`src/rtl/conv_layer_seq_if.sv`:
```
// Handshake bundle between the multi-layer conv sequencer and its host/datapath.
// master: the sequencer (drives strobes and status); slave: host and per-layer units.
interface conv_layer_seq_if #(
  parameter int unsigned NUM_LAYERS = 2,
  parameter int unsigned LAYER_W    = 3
);
  logic                  start;
  logic                  abort;
  logic [NUM_LAYERS-1:0] done_mem;
  logic [NUM_LAYERS-1:0] done_pe;
  logic [NUM_LAYERS-1:0] start_mem;
  logic [NUM_LAYERS-1:0] start_pe;
  logic [NUM_LAYERS-1:0] wrmem_en;
  logic [LAYER_W-1:0]    layer_idx;
  logic                  busy;
  logic                  done;
  logic                  error;

  modport master (
    input  start, abort, done_mem, done_pe,
    output start_mem, start_pe, wrmem_en, layer_idx, busy, done, error
  );

  modport slave (
    output start, abort, done_mem, done_pe,
    input  start_mem, start_pe, wrmem_en, layer_idx, busy, done, error
  );
endinterface

```
`src/rtl/conv_layer_seq.sv`:
```
// Multi-layer convolution sequencer: per layer runs READ_MEM -> PE -> LD_RES,
// then pulses done. Optional watchdog enabled by defining CONV_SEQ_TIMEOUT_EN;
// without it ERR is unreachable and error is tied low.
module conv_layer_seq #(
  parameter int unsigned NUM_LAYERS     = 2,
  parameter int unsigned LAYER_W        = 3,
  parameter int unsigned TIMEOUT_CYCLES = 1024
) (
  input  logic                  clk,
  input  logic                  rst,
  conv_layer_seq_if.master      bus
);

  // Elaboration-time parameter legality check
  if (NUM_LAYERS < 1 || NUM_LAYERS > 8 || (1 << LAYER_W) < NUM_LAYERS ||
      TIMEOUT_CYCLES < 2) begin : g_param_check
    $error("conv_layer_seq: illegal parameter combination");
  end

  typedef enum logic [2:0] {
    S_IDLE     = 3'd0,
    S_INIT     = 3'd1,
    S_READ_MEM = 3'd2,
    S_PE       = 3'd3,
    S_LD_RES   = 3'd4,
    S_DONE     = 3'd5,
    S_ERR      = 3'd6
  } state_t;

  localparam logic [LAYER_W-1:0] LAST_LAYER = LAYER_W'(NUM_LAYERS - 1);

  state_t             state;
  logic [LAYER_W-1:0] layer_idx;
  logic               mem_hit_c;
  logic               pe_hit_c;
  logic               to_hit_c;

  // Select the done bits of the active layer; other layers are ignored
  always_comb begin
    mem_hit_c = 1'b0;
    pe_hit_c  = 1'b0;
    for (int unsigned i = 0; i < NUM_LAYERS; i++) begin
      if (layer_idx == LAYER_W'(i)) begin
        mem_hit_c = bus.done_mem[i];
        pe_hit_c  = bus.done_pe[i];
      end
    end
  end

`ifdef CONV_SEQ_TIMEOUT_EN
  localparam int unsigned       TO_W    = $clog2(TIMEOUT_CYCLES + 1);
  localparam logic [TO_W-1:0]   TO_LAST = TO_W'(TIMEOUT_CYCLES - 1);

  logic [TO_W-1:0] to_cnt;

  assign to_hit_c = (to_cnt == TO_LAST);

  // Wait-cycle counter: zero on entry to READ_MEM/PE, counts while the awaited done stays low
  always_ff @(posedge clk or posedge rst) begin
    if (rst) begin
      to_cnt <= '0;
    end else if (!bus.abort &&
                 ((state == S_READ_MEM && !mem_hit_c) ||
                  (state == S_PE && !pe_hit_c))) begin
      to_cnt <= to_cnt + TO_W'(1);
    end else begin
      to_cnt <= '0;
    end
  end
`else
  assign to_hit_c = 1'b0;
`endif

  // Sequencer state and layer counter
  always_ff @(posedge clk or posedge rst) begin
    if (rst) begin
      state     <= S_IDLE;
      layer_idx <= '0;
    end else if (bus.abort && state != S_IDLE) begin
      state     <= S_IDLE;
      layer_idx <= '0;
    end else begin
      case (state)
        S_IDLE: begin
          layer_idx <= '0;
          if (bus.start) state <= S_INIT;
        end
        S_INIT: begin
          if (!bus.start) state <= S_READ_MEM;
        end
        S_READ_MEM: begin
          if (mem_hit_c)     state <= S_PE;
          else if (to_hit_c) state <= S_ERR;
        end
        S_PE: begin
          if (pe_hit_c)      state <= S_LD_RES;
          else if (to_hit_c) state <= S_ERR;
        end
        S_LD_RES: begin
          if (layer_idx == LAST_LAYER) begin
            state <= S_DONE;
          end else begin
            layer_idx <= layer_idx + LAYER_W'(1);
            state     <= S_READ_MEM;
          end
        end
        S_DONE: begin
          layer_idx <= '0;
          state     <= S_IDLE;
        end
        S_ERR: begin
          state <= S_ERR;
        end
        default: begin
          state     <= S_IDLE;
          layer_idx <= '0;
        end
      endcase
    end
  end

  logic [NUM_LAYERS-1:0] start_mem_c;
  logic [NUM_LAYERS-1:0] start_pe_c;
  logic [NUM_LAYERS-1:0] wrmem_en_c;

  // Moore decode of one-hot strobes from registered state and layer index
  always_comb begin
    start_mem_c = '0;
    start_pe_c  = '0;
    wrmem_en_c  = '0;
    for (int unsigned i = 0; i < NUM_LAYERS; i++) begin
      if (layer_idx == LAYER_W'(i)) begin
        start_mem_c[i] = (state == S_READ_MEM);
        start_pe_c[i]  = (state == S_PE);
        wrmem_en_c[i]  = (state == S_LD_RES);
      end
    end
  end

  assign bus.start_mem = start_mem_c;
  assign bus.start_pe  = start_pe_c;
  assign bus.wrmem_en  = wrmem_en_c;
  assign bus.layer_idx = layer_idx;
  assign bus.busy      = (state == S_INIT) || (state == S_READ_MEM) ||
                         (state == S_PE)   || (state == S_LD_RES);
  assign bus.done      = (state == S_DONE);
`ifdef CONV_SEQ_TIMEOUT_EN
  assign bus.error     = (state == S_ERR);
`else
  assign bus.error     = 1'b0;
`endif

endmodule

```
`src/flat_wrapper.sv`:
```
// flat-port wrapper written by rule: the top's interface ports become plain ports
module conv_layer_seq_flat 
#(
  parameter int unsigned NUM_LAYERS     = 2,
  parameter int unsigned LAYER_W        = 3,
  parameter int unsigned TIMEOUT_CYCLES = 1024
)
  (clk, rst, bus_start, bus_abort, bus_done_mem, bus_done_pe, bus_start_mem, bus_start_pe, bus_wrmem_en, bus_layer_idx, bus_busy, bus_done, bus_error);
  conv_layer_seq_if #(.NUM_LAYERS(NUM_LAYERS), .LAYER_W(LAYER_W)) bus_i ();
  input  logic clk;
  input  logic rst;
  input wire logic [$bits(bus_i.start)-1:0] bus_start;
  input wire logic [$bits(bus_i.abort)-1:0] bus_abort;
  input wire logic [$bits(bus_i.done_mem)-1:0] bus_done_mem;
  input wire logic [$bits(bus_i.done_pe)-1:0] bus_done_pe;
  output wire logic [$bits(bus_i.start_mem)-1:0] bus_start_mem;
  output wire logic [$bits(bus_i.start_pe)-1:0] bus_start_pe;
  output wire logic [$bits(bus_i.wrmem_en)-1:0] bus_wrmem_en;
  output wire logic [$bits(bus_i.layer_idx)-1:0] bus_layer_idx;
  output wire logic [$bits(bus_i.busy)-1:0] bus_busy;
  output wire logic [$bits(bus_i.done)-1:0] bus_done;
  output wire logic [$bits(bus_i.error)-1:0] bus_error;
  assign bus_i.start = bus_start;
  assign bus_i.abort = bus_abort;
  assign bus_i.done_mem = bus_done_mem;
  assign bus_i.done_pe = bus_done_pe;
  assign bus_start_mem = bus_i.start_mem;
  assign bus_start_pe = bus_i.start_pe;
  assign bus_wrmem_en = bus_i.wrmem_en;
  assign bus_layer_idx = bus_i.layer_idx;
  assign bus_busy = bus_i.busy;
  assign bus_done = bus_i.done;
  assign bus_error = bus_i.error;
  conv_layer_seq #(.NUM_LAYERS(NUM_LAYERS), .LAYER_W(LAYER_W), .TIMEOUT_CYCLES(TIMEOUT_CYCLES)) u_core (.clk(clk), .rst(rst), .bus(bus_i));
endmodule
```
`config.mk`:
```
export PLATFORM = sky130hd
export DESIGN_NAME = conv_layer_seq_flat
export DESIGN_NICKNAME = d
export VERILOG_FILES = /design/src/rtl/conv_layer_seq_if.sv /design/src/rtl/conv_layer_seq.sv /design/src/flat_wrapper.sv
export SDC_FILE = /design/constraint.sdc
export NUM_CORES = 1
export LEC_CHECK = 0
export CAP_MARGIN = 15
export CORE_AREA = 2 2 39 41
export DETAILED_ROUTE_END_ITERATION = 8
export DIE_AREA = 0 0 41 43
export DONT_BUFFER_PORTS = 1
export GPL_ROUTABILITY_DRIVEN = 0
export GPL_TIMING_DRIVEN = 0
export PLACE_DENSITY = 0.66
export RECOVER_POWER = 50
export SLEW_MARGIN = 40
export SYNTH_ARGS = -nofsm -noshare
export SYNTH_HDL_FRONTEND = slang
export SYNTH_SLANG_ARGS = --single-unit
export TNS_END_PERCENT = 50
```
`constraint.sdc`:
```
create_clock -name clk -period 3.03 [get_ports clk]
set_clock_uncertainty 0.1 [all_clocks]
set_input_delay 0.606 -clock clk [delete_from_list [all_inputs] [get_ports clk]]
set_output_delay 0.606 -clock clk [all_outputs]
set_load 0.005 [all_outputs]
```
== Yosys cells after proc, flatten, opt, wreduce, memory -nomap -nowiden ==
Index checks and enable logic that the tools add are counted.

* Bits in registers: 6

* Muxes and demuxes: 20
* Reductions and logical operators: 10
* Add/sub/neg operators: 1
* Equality and inequality tests: 13

{| class="wikitable"
|+ Operator list
! kind !! count
|-
| $mux W3 || 8
|-
| $pmux W3 S6 || 1
|-
| $mux W1 || 10
|-
| $eq A3 B3 Y1 const B || 3
|-
| $ne A3 B2 Y1 const B || 3
|-
| $eq A3 B1 Y1 const B || 2
|-
| $eq A3 B2 Y1 const B || 2
|-
| $logic_not A3 Y1 || 2
|-
| $ne A3 B1 Y1 const B || 2
|-
| $pmux W3 S2 || 1
|-
| $reduce_and A4 Y1 || 1
|-
| $reduce_or A4 Y1 || 1
|-
| $add A3 B1 Y3 const B || 1
|-
| $logic_or A1 B1 Y1 || 3
|-
| $reduce_bool A3 Y1 || 1
|-
| $ne A2 B1 Y1 const B || 1
|-
| $reduce_and A2 Y1 || 1
|-
| $logic_and A1 B1 Y1 || 1
|}

== Longest topological paths before layout ==
* Word-level depth: 6
* Mapped depth: 6

== Worst setup path after synthesis ==
No wires, ideal clock.

* Kind: flip-flop to flip-flop
* Start: register u_core.layer_idx[1], in the netlist u_core.bus.layer_idx[1]
* End: register u_core.state[0]
* Setup slack: 1.189 ns
* Cell stages (with the launch flop): 7
* Period minus slack after synthesis: 1.841 ns
* Library setup time: 0.146 ns
* Buffers on the path: 0
* Data arrival time: 1.595 ns
* Cells stage by stage: dfrtp_1 -> inv_1 -> ha_1 -> nand2b_4 -> o221a_1 -> a2111oi_0 -> o32ai_2

* Word-level cells in the longest chain between the ends: 5
* Elaborated cells between the ends (all ways): 12
* Those cells by class: 3 x eq/ne; 7 x mux; 2 x reduce/logical

{| class="wikitable"
|+ Ends and longest elaborated chain
! element !! RTL line !! RTL
|-
| from (decl) || conv_layer_seq.sv:33 || <nowiki>logic [LAYER_W-1:0] layer_idx;</nowiki>
|-
| from (signal assigned) || conv_layer_seq.sv:103 || <nowiki>layer_idx <= layer_idx + LAYER_W'(1);</nowiki>
|-
| $logic_not A3 Y1 || conv_layer_seq.sv:43 || <nowiki>if (layer_idx == LAYER_W'(i)) begin</nowiki>
|-
| $mux W1 (2 in series) || conv_layer_seq.sv:43 ||
|-
| $ne A3 B1 Y1 (no source line) || - ||
|-
| $reduce_and A4 Y1 (no source line) || - ||
|-
| to (signal assigned) || conv_layer_seq.sv:77 || <nowiki>state <= S_IDLE;</nowiki>
|-
| to (signal assigned) || conv_layer_seq.sv:80 || <nowiki>state <= S_IDLE;</nowiki>
|-
| to (signal assigned) || conv_layer_seq.sv:86 || <nowiki>if (bus.start) state <= S_INIT;</nowiki>
|-
| to (decl) || conv_layer_seq.sv:32 || <nowiki>state_t state;</nowiki>
|}

Several ways; a longest one is shown, not always the timed one.
A chain may end at the register's enable or synchronous reset.

== Worst setup path in the final report ==
Same ends and word-level chain as after synthesis.

==> out/metrics.yaml <==
place:
  dpl_cell_area_um2: 613
  pre_cts_ws_ns: 0.925
  hpwl_mm: 1.01
  io_buffers: 0
logic_synthesis:
  synth-edff-count: 0
  synth_commonest_cells: "10 x nor2_1, 6 x a21oi_1, 6 x dfrtp_1, 6 x nor3_1, 5 x inv_1"
  synth_area_leaders: "dfrtp_1 25%, ha_1 6.3%, nor2_1 6.3%, a21oi_1 5.1%, nor3_1 5.1%"
  ys_ff_latch: 6
  synth_top_area_cell: "dfrtp_1"
  synth.distinct_cells: 33
  synthArstFlopShare: 1.00
  synth_top_area_frac: 0.253
  synthCells: 74
  synthesis.area_um2: 593
  ys_warn_count: 0
  synth.yosys.seq_area_share: 0.253
  synth_most_common_cell: "nor2_1"
  avgSynthCellArea_um2: 8.01
  synth_nets: 85
  synth_ff_type: "dfrtp_1"
cts:
  postCtsSetupBuffers: 0
  path_clk_slew_ns: 0.04
  cts_tree: "built"
  htreeDepth: 1
  ctsHoldBuffers: 0
  cts_resized: 0
  clock_latency_ns: 0.24
  cts_buffers: 3
  cts.sinks: 6
  cts_buffer_depth: 2
  cts_root_buffer: "clkbuf_4"
min_path:
  min_path_type: "primary input to async pin"
routing:
  avgViaCountPerCell: 5.65
  dr.pass1.iters: 4
  drt_iter0_drc: 9
  wl_per_cell_um: 13.5
  ant_nets: 0
  num_vias: 525
  routed_wl_mm: 1.25
  drc: 0
sta:
  hold_viol_final: 0
  period_minus_slack_ns: 2.10
  worst_pin_slew_ns: 0.559
  rsz0062_at_grt: "false"
  hold_ws_ns: 0.0596
  slew-limit-headroom: 0.618
  fin_ws_ns: 0.927
  drv_slew: 0
  fmaxAchievable_mhz: 475
  finalCritPeriodShare: 0.694
  finalSetupViolCount: 0
  final.setup.tns_ns: 0
worst_setup_path:
  rr_worst_depth: 6
  critical_path_class: "flip-flop to flip-flop"
  path_max_fanout: 5
  crit_path_start_kind: "flip-flop"
  critPathRequiredTime_ns: 3.02
  arrival_ns: 2.09
  end_kind: "flip-flop"
floorplanning:
  io_pins: 20
  coreArea_um2: 1380
  fp-row-count: 14
  die_area_um2: 1760
  start_util: 0.429
  die_h_um: 43
  die_w_um: 41
grt:
  antenna_found_initial: 0
  grtUsageMet2: 0.234
  grt_util_all_layers: 0.161
  grt_use_met1: 0.215
  grt_pass1_vias: 470
  overflow: 0
  grt_pass1_wl_mm: 1.95
  grt_max_degree: 11
  busiest_layer: "met2"
  grt_use_met3: 0.0366
finish:
  area_growth_pct: 7.17
  final_nets: 90
  antenna-diode-count: 0
  drive_gt1_frac: 0.130
  finalInstanceArea_um2: 636
  n_fill_cell: 153
power:
  power.density_nw_per_um2: 702
  leakagePower_nw: 0.270
  ir_drop_uv: 320
status:
  status: "finished clean"
job:
  maxCapViolations: 0
## area by class of cell
type / count / area (um^2) / area share
Tap cell: 16 / 20.0 / 0.0315
Inverter: 5 / 18.8 / 0.0295
Multi-Input combinational cell: 58 / 387 / 0.608
Buffer: 5 / 37.5 / 0.0591
Clock buffer: 3 / 22.5 / 0.0354
Sequential cell: 6 / 150 / 0.236
## per-stage QoR
step                cells  power [mW]  utilization
finish                 93       0.446        0.459
global route           93       0.492        0.459
CTS                    93       0.453        0.459
detailed placement     90       0.381        0.443
global placement       90       0.377        0.443
floorplan              74       0.335            -
## power breakdown
group          internal, mW  total (mW)  switching [mW]
Clock                0.0445      0.0686          0.0241
Sequential           0.0968       0.110          0.0133
Combinational         0.115       0.268           0.153
Total                 0.256       0.446           0.190
## registers in the layout, indices dropped and copies added, names as in the netlist
| name | cells |
|---|---|
| u_core.bus.layer_idx | 3 |
| u_core.state | 3 |
## kinds of logic after synthesis
kind of cell / after synthesis / share of synthesized area
muxes: 1 / 0.0169
AOI/OAI and AO/OA: 20 / 0.238
adders and majority gates: 3 / 0.0633
and+or+nand+nor: 31 / 0.298
xor gates and xnor gates: 2 / 0.0295
buffers and inverters: 10 / 0.0949
DFF: 6 / 0.253
other: 1 / 0.00632
## layout by cell type (no fill, tap or decap), types with 2 or more instances in the layout
cell / instances
a2111oi_0: 3
o21a_1: 2
ha_1: 3
nor2_1: 10
a21oi_1: 6
buf_6: 2
inv_1: 5
dfrtp_1: 6
nor3_1: 6
nand2b_1: 3
nor2b_1: 2
o21ai_0: 4
clkbuf_4: 3
nand2_1: 2
## path summary, 6_finish.rpt
| check | from | to | slack, ns |
|---|---|---|---|
| min | rst | u_core.state[2] | 0.06 |
| max reg2reg | u_core.bus.layer_idx[1] | u_core.state[0] | 0.93 |
| min in group clk | bus_abort | u_core.bus.layer_idx[1] | 0.34 |
| min reg2reg | u_core.bus.layer_idx[1] | u_core.bus.layer_idx[1] | 0.51 |
| max | u_core.bus.layer_idx[1] | u_core.state[0] | 0.93 |
| max in group asynchronous | rst | u_core.bus.layer_idx[1] | 2.59 |
## worst max-delay path, cell delays in order, from the launching register on
cell	delay (ns)
dfrtp_1	0.41
inv_1	0.10
ha_1	0.28
nand2b_4	0.09
o221a_1	0.28
a2111oi_0	0.54
o32ai_2	0.15
## per-layer routing
layer | up-vias | wire length (um)
met5 | - | 0
met4 | 0 | 0
met3 | 0 | 104
met2 | 20 | 582
met1 | 240 | 564
li1 | 265 | -
Power figures use the tool's default switching activity.
